### src/rtl/serial_frame_tx.sv
// serial_frame_tx: parallel-to-serial frame transmitter.
// Accepts a W-bit word on load/ready and sends the marker 1,1,0 followed by
// the word MSB-first on 'out'. The line idles low between frames.
//
// Optional feature macro: SERIAL_TX_PARITY_EN
//   defined   -> one extra even-parity bit after the payload; 'done' moves onto it
//   undefined -> frame is marker + payload only (W+3 bit-cycles)
//
// Ports:
//   clk    in   1  rising-edge clock
//   clr    in   1  synchronous active-high reset
//   data   in   W  payload word, sampled only when a word is accepted
//   load   in   1  word valid
//   ready  out  1  high only while idle; load && ready accepts a word
//   out    out  1  registered serial line
//   mark   out  1  high while 'out' carries the marker's 0 bit
//   busy   out  1  high while a frame is in progress
//   done   out  1  high while 'out' carries the last bit of the frame
module serial_frame_tx #(
    parameter int unsigned W = 8
) (
    input  logic         clk,
    input  logic         clr,
    input  logic [W-1:0] data,
    input  logic         load,
    output logic         ready,
    output logic         out,
    output logic         mark,
    output logic         busy,
    output logic         done
);

    localparam int unsigned    CW       = (W > 1) ? $clog2(W) : 1;
    localparam logic [CW-1:0]  LAST_BIT = CW'(W - 1);
    localparam logic [CW-1:0]  PRE_LAST = CW'(1);

`ifdef SERIAL_TX_PARITY_EN
    typedef enum logic [2:0] {S_IDLE, S_PRE, S_MARK, S_DATA, S_PAR} state_t;
`else
    typedef enum logic [1:0] {S_IDLE, S_PRE, S_MARK, S_DATA} state_t;
`endif

    state_t          state;
    state_t          state_next;
    logic [CW-1:0]   cnt;
    logic [CW-1:0]   cnt_next;
    logic [W-1:0]    sreg;
    logic [W-1:0]    sreg_next;
`ifdef SERIAL_TX_PARITY_EN
    logic            par;
    logic            par_next;
`endif

    logic            accept;
    logic            out_d;
    logic            mark_d;
    logic            busy_d;
    logic            done_d;
    logic            ready_d;

    assign accept = load & ready;

    // State, datapath and output registers; reset wins over any accept.
    always_ff @(posedge clk) begin
        if (clr) begin
            state <= S_IDLE;
            cnt   <= '0;
            sreg  <= '0;
`ifdef SERIAL_TX_PARITY_EN
            par   <= 1'b0;
`endif
            out   <= 1'b0;
            mark  <= 1'b0;
            busy  <= 1'b0;
            done  <= 1'b0;
            ready <= 1'b1;
        end else begin
            state <= state_next;
            cnt   <= cnt_next;
            sreg  <= sreg_next;
`ifdef SERIAL_TX_PARITY_EN
            par   <= par_next;
`endif
            out   <= out_d;
            mark  <= mark_d;
            busy  <= busy_d;
            done  <= done_d;
            ready <= ready_d;
        end
    end

    // Next-state and datapath update. cnt counts preamble bits in PRE and
    // payload bits in DATA, restarting at 0 on each state entry.
    always_comb begin
        state_next = state;
        cnt_next   = cnt;
        sreg_next  = sreg;
`ifdef SERIAL_TX_PARITY_EN
        par_next   = par;
`endif
        case (state)
            S_IDLE: begin
                if (accept) begin
                    state_next = S_PRE;
                    cnt_next   = '0;
                    sreg_next  = data;
`ifdef SERIAL_TX_PARITY_EN
                    par_next   = 1'b0;
`endif
                end
            end
            S_PRE: begin
                if (cnt == PRE_LAST) begin
                    state_next = S_MARK;
                    cnt_next   = '0;
                end else begin
                    cnt_next   = cnt + CW'(1);
                end
            end
            S_MARK: begin
                state_next = S_DATA;
                cnt_next   = '0;
            end
            S_DATA: begin
                // The bit on the line this cycle is sreg[W-1]; fold it into parity.
                sreg_next = {sreg[W-2:0], 1'b0};
`ifdef SERIAL_TX_PARITY_EN
                par_next  = par ^ sreg[W-1];
`endif
                if (cnt == LAST_BIT) begin
`ifdef SERIAL_TX_PARITY_EN
                    state_next = S_PAR;
`else
                    state_next = S_IDLE;
`endif
                    cnt_next   = '0;
                end else begin
                    cnt_next   = cnt + CW'(1);
                end
            end
`ifdef SERIAL_TX_PARITY_EN
            S_PAR: begin
                state_next = S_IDLE;
            end
`endif
            default: begin
                state_next = S_IDLE;
            end
        endcase
    end

    // Output decode from the upcoming state, so every output is a register
    // that shows the current bit-cycle's value.
    always_comb begin
        out_d   = 1'b0;
        mark_d  = 1'b0;
        done_d  = 1'b0;
        busy_d  = (state_next != S_IDLE);
        ready_d = (state_next == S_IDLE);
        case (state_next)
            S_PRE: begin
                out_d = 1'b1;
            end
            S_MARK: begin
                mark_d = 1'b1;
            end
            S_DATA: begin
                out_d = sreg_next[W-1];
`ifndef SERIAL_TX_PARITY_EN
                done_d = (cnt_next == LAST_BIT);
`endif
            end
`ifdef SERIAL_TX_PARITY_EN
            S_PAR: begin
                out_d  = par_next;
                done_d = 1'b1;
            end
`endif
            default: begin
                out_d = 1'b0;
            end
        endcase
    end

endmodule

### config.mk
export PLATFORM = sky130hd
export DESIGN_NAME = serial_frame_tx
export DESIGN_NICKNAME = d
export VERILOG_FILES = /design/src/rtl/serial_frame_tx.sv
export SDC_FILE = /design/constraint.sdc
export NUM_CORES = 1
export LEC_CHECK = 0
export ABC_AREA = 1
export ABC_CLOCK_PERIOD_IN_PS = 1500
export CAP_MARGIN = 20
export CORE_MARGIN = 10
export CORE_UTILIZATION = 51
export DETAILED_ROUTE_END_ITERATION = 16
export GPL_TIMING_DRIVEN = 0
export PLACE_DENSITY = 0.82
export SLEW_MARGIN = 20
export SYNTH_ARGS = -nofsm -noshare
export SYNTH_HDL_FRONTEND = slang
export SYNTH_SLANG_ARGS = --single-unit
### constraint.sdc
create_clock -name clk -period 1.5 [get_ports clk]
set_input_delay 0.15 -clock clk [delete_from_list [all_inputs] [get_ports clk]]
set_output_delay 0.15 -clock clk [all_outputs]
set_load 0.02 [all_outputs]
**Word-level counts from Yosys, hierarchy flattened**

Cells that the tools add are included.
W data, S select, Z words.

- Bits in registers: 18
- Latch bits: 0
- RAM bits: 0
- Memory bits (read-only): 0
- Input bits: 11
- Output and inout bits: 5
- Logic and storage cells: 40
- Memories kept: 0

- $add $sub $neg: 1
- Multipliers: 0
- Div/mod/pow operators: 0
- Order comparisons: 0
- Equality and inequality tests: 10
- Shifts and indexed selects: 0
- Muxes and demuxes: 12
- Bitwise gates (word level): 2
- Reduce and logical (&&, ||, !) cells: 6

Operators with widths:

| cell | number |
|---|---|
| $pmux W8 S2 | 1 |
| $pmux W3 S4 | 1 |
| $mux W3 | 3 |
| $eq A2 B2 Y1 const B | 4 |
| $mux W8 | 1 |
| $pmux W2 S4 | 1 |
| $eq A3 B3 Y1 const B | 2 |
| $mux W2 | 3 |
| $eq A2 B1 Y1 const B | 2 |
| $logic_not A2 Y1 | 2 |
| $reduce_bool A2 Y1 | 2 |
| $add A3 B1 Y3 const B | 1 |
| $eq A3 B1 Y1 const B | 1 |
| $ne A2 B2 Y1 const B | 1 |
| $pmux W1 S2 | 1 |
| $reduce_and A2 Y1 | 1 |
| $reduce_or A2 Y1 | 1 |
| $and A1 B1 Y1 | 1 |
| $mux W1 | 1 |
| $not A1 Y1 | 1 |

**Depth between registers and ports, before layout**

Gate-level depths: netlist (run 1).

- Word-level depth: 6
- Gate-level depth with buffers: 11
- Mapped depth without buffers: 11

**Worst setup path before layout (run 1)**

No wires, ideal clock.

- Path kind: register to register
- Start: reg state[1]
- End: reg busy
- Library setup time: 0.115 ns
- Arrival time: 1.238 ns
- Required time: 1.385 ns
- Path slack: 0.146 ns
- Cell stages (with the launch flop): 10
- Path buffers: 0
- Period minus slack after synthesis: 1.354 ns
- Cells stage by stage: dfxtp_1 -> inv_1 -> ha_1 -> inv_2 -> nand2_2 -> nand3b_1 -> nand2_1 -> inv_2 -> nand2_2 -> nand2_1

- Cells in the longest elaborated chain, start to end: 3
- Elaborated cells between the ends (all ways): 9
- Classes of those cells: 3 x eq/ne; 4 x mux; 2 x reduce/logical

Ends and longest elaborated chain:

| item | RTL line | RTL |
|---|---|---|
| start, declared | 43 | `state_t state;` |
| start signal, assigned | 78 | `state <= state_next;` |
| $eq A2 B2 Y1 (tied with other cells) | 101 | `case (state)` |
| $pmux W2 S4 (*) | 101 |  |
| $reduce_bool A2 Y1 (*) | 158 | `busy_d = (state_next != S_IDLE);` |
| end signal, assigned | 86 | `busy <= busy_d;` |
| end, declared | 29 | `output logic busy,` |

Mark *: on every way between the ends. The rest lies on a longest branch, timed or not.
A chain may end at the register's enable or synchronous reset.

**Worst setup path after layout (run 1)**

- Start: reg done
- End: out done

RTL lines:

| item | RTL line | RTL |
|---|---|---|
| start, declared | 30 | `output logic done` |
| start signal, assigned | 87 | `done <= done_d;` |

No word-level cell between the ends.

==> flow_summary_export.csv, run 1 <==
group,metric,value,unit
timing,worst_pin_slew,644,ps
setup_path,path_depth,1,
power,power.density,1480,nW/um^2
placed_design,dp_cells,176,
synthesis,synth_area_leaders,"dfxtp_1, nand2_1, ha_1, a21oi_2, inv_1",
layout,area_growth,28.5,%
cts,root_buffer,"clkbuf_4",
drt,antenna_left,0,
synthesis,yosysTopAreaCell,"dfxtp_1",
synthesis,synth-xor-area-share,0,%
hold_path,hold_path_class,"primary input to register",
cts,cts_tree,"done",
floorplanning,io_pins,16,
timing,slew_headroom,57.1,%
floorplanning,dieArea,4040,um^2
power,total_power,1.84,mW
setup_path,critPathBufInv,1,
placed_design,dp_slack,-90.1,ps
layout,num-fill-cells,158,
synthesis,synthMuxAreaShare,0,%
synthesis,synthAdderAreaFrac,9.06,%
layout,post-route-util,70.4,%
floorplanning,dieWidth,63.5,um
layout,ff_latch_area,369,um^2
timing,fmax,714,MHz
synthesis,synth_cells,136,
floorplanning,start_util,54.8,%
layout,multi_input_area,582,um^2
cts,cts_buffer_depth,2,
cts,cts.htree.levels,1,
placed_design,port_buffers,15,
cts,clkTransAtPathRegs,110,ps
placed_design,gp_congestion,0.840,
hold_path,hold_depth,3,
synthesis,ys_seq_elements,18,
global_routing,grt_max_degree,11,
drt,via_per_inst,4.60,
layout,diodes,0,
drt,drc,0,
global_routing,antenna_found_initial,0,
setup_path,cp.arrival,1250,ps
cts,clock_sinks,18,
power,p_leak,0.545,nW
setup_path,critPathCaptureType,"output port",
setup_path,crit_required,1350,ps
setup_path,start_kind,"register",
setup_path,path_class,"register to output port",
layout,drive_above_1_share,23.7,%
setup_path,path_max_fanout,1,
synthesis,yosys.area.top_type_share,37.3,%
synthesis,ys_types,19,
floorplanning,rows,15,
synthesis,synth_top_family_by_area,"simple AND/OR/NAND/NOR gates",
synthesis,synth_compound_area_share,11.3,%
drt,wl_per_cell,11.5,um
setup_path,cpPeakStageDelay,620,ps
placed_design,hpwl,1550,um
cts,hold_buffers,0,
synthesis,synthesis.area,967,um^2
timing,layout_setup_ws,98.7,ps
run,max_cap_violations,0,
timing,rsz0062_at_grt,"yes",
setup_path,crit_chain,"clkdlybuf4s50_1",
power,peakVddDrop,1.13,mV
drt,drtPass1Iterations,4,
setup_path,cpLargestDelayFamily,"buffers and inverters",
timing,min_period,1400,ps
timing,setup_viol,0,
floorplanning,die_h,63.5,um
global_routing,grt_pass1_vias,822,
timing,fin_crit_sh,93.4,%
drt,via_count,833,
status,status,"completed",
timing,maxSlewViolCount,0,
timing,finalHoldViolations,0,
placed_design,place_area,1150,um^2
floorplanning,core,1760,um^2
layout,layoutNonFillerInstCount,181,
timing,setup_tns,0,ps
layout,nets,176,
synthesis,syn_avg_cell_area,7.11,um^2
timing,hold_slack,438,ps
cts,clk_latency,300,ps
layout,final_area,1240,um^2
synthesis,yosys_warnings,0,
synthesis,syn_nets,154,
global_routing,grt-ovfl-total,0,
setup_path,rr_worst_depth,11,
synthesis,yosysSeqAreaShare,37.3,%
drt,drt_wl_total,2090,um
drt,drt_iter0_markers,16,
global_routing,grt_pass1_wl,3470,um
synthesis,synthSimpleGateAreaFrac,34.9,%
cts,cts_inserted_buffers,3,
timing,skew,16.0,ps
global_routing,grt.total_usage,10.2,%
setup_path,cp_slowest_cell,"clkdlybuf4s50_1",
-- cell type report --
class | count | area share, %
flip-flops and latches | 18 | 29.7
inverters | 16 | 4.93
multi-input cells | 100 | 46.8
clock buffers | 3 | 1.81
well taps | 25 | 2.52
repair buffers | 17 | 13.3
plain buffers | 2 | 0.906
-- layer usage --
metal / vias up / global-route usage [%] / share of wire (%)
met1: 362 / 11.3 / 44
met5: - / 0 / 0
met4: 0 / 2.46 / 1.6
li1: 456 / - / -
met2: 11 / 17.8 / 50
met3: 4 / 3.89 / 3.6
-- state kept, by name (all words and copies together), names as in the netlist --
register / count
sreg: 8
out: 1
busy: 1
done: 1
cnt: 3
state: 2
mark: 1
ready: 1
-- cell usage after synthesis --
cell and count:
clkinv_2 1, dfxtp_1 18, a21oi_1 4, nand2_2 5, o21ai_0 2, nor2_1 6, nand3b_1 2, nor2_2 1
nand3_1 1, a21oi_2 8, nand2_1 60, buf_1 1, buf_4 1, nand3_2 1, ha_1 7, nor2_4 2
inv_1 13, inv_2 2, o21ai_2 1
-- cell families (layout without fill, tap and decap cells) --
| family | Yosys count | count (layout) |
|---|---|---|
| AND/OR/NAND/NOR | 78 | 78 |
| flip-flops | 18 | 18 |
| buffers and inverters | 18 | 38 |
| AO/OA/AOI/OAI | 15 | 15 |
| adder cells (fa/ha/maj) | 7 | 7 |
-- repair_timing --
item | in CTS | in global routing
buffers inserted | 0 | 2
setup endpoints to repair | 12 | 14
pin swaps | 0 | 3
resized for setup | 2 | 14
-- layout by cell type, fill, tap and decap left out --
cell type	count
nor2_2	1
nand2_2	7
buf_4	3
nand3_1	1
dfxtp_1	15
clkdlybuf4s50_1	15
nor2_1	6
inv_1	12
a21oi_2	8
dfxtp_2	1
ha_2	1
clkinv_2	1
nand2_4	1
o21ai_0	2
ha_4	2
nand2_1	57
nand3_2	1
ha_1	4
a21oi_1	4
nand3b_1	2
buf_1	1
o21ai_4	1
inv_2	3
clkbuf_4	3
dfxtp_4	2
nor2_4	2
-- final timing paths --
check,start,endpoint,slack [ps]
setup / recovery,done,done,100
hold reg to reg,sreg[0],sreg[0],470
setup reg to reg,cnt[0],mark,100
hold / removal,data[0],sreg[0],440
-- power breakdown --
part	switching [mW]	internal (mW)	total, mW
Clock	0.144	0.0935	0.238
Sequential	0.0544	0.585	0.639
Combinational	0.587	0.378	0.965
Total	0.786	1.06	1.84
-- worst reg2reg max path: stages (launching register included) --
cell	delay [ps]
dfxtp_4	360
ha_1	200
ha_2	170
inv_2	60
nand3_1	70
nand2_1	70
inv_1	40
nand2_1	60
nand2_2	60
nand2_4	90
nand2_2	70
nor2_1	90
Power figures use the tool's default switching activity.
==> run 2: changes to the inputs <==
--- a/config.mk
+++ b/config.mk
@@ -7,7 +7,7 @@
 export LEC_CHECK = 0
 export ABC_AREA = 1
 export ABC_CLOCK_PERIOD_IN_PS = 1500
-export CAP_MARGIN = 20
+export CAP_MARGIN = 10
 export CORE_MARGIN = 10
 export CORE_UTILIZATION = 51
 export DETAILED_ROUTE_END_ITERATION = 16
==> results of run 2 <==
No change in the layout: final DEF, timing and power equal those of run 1.
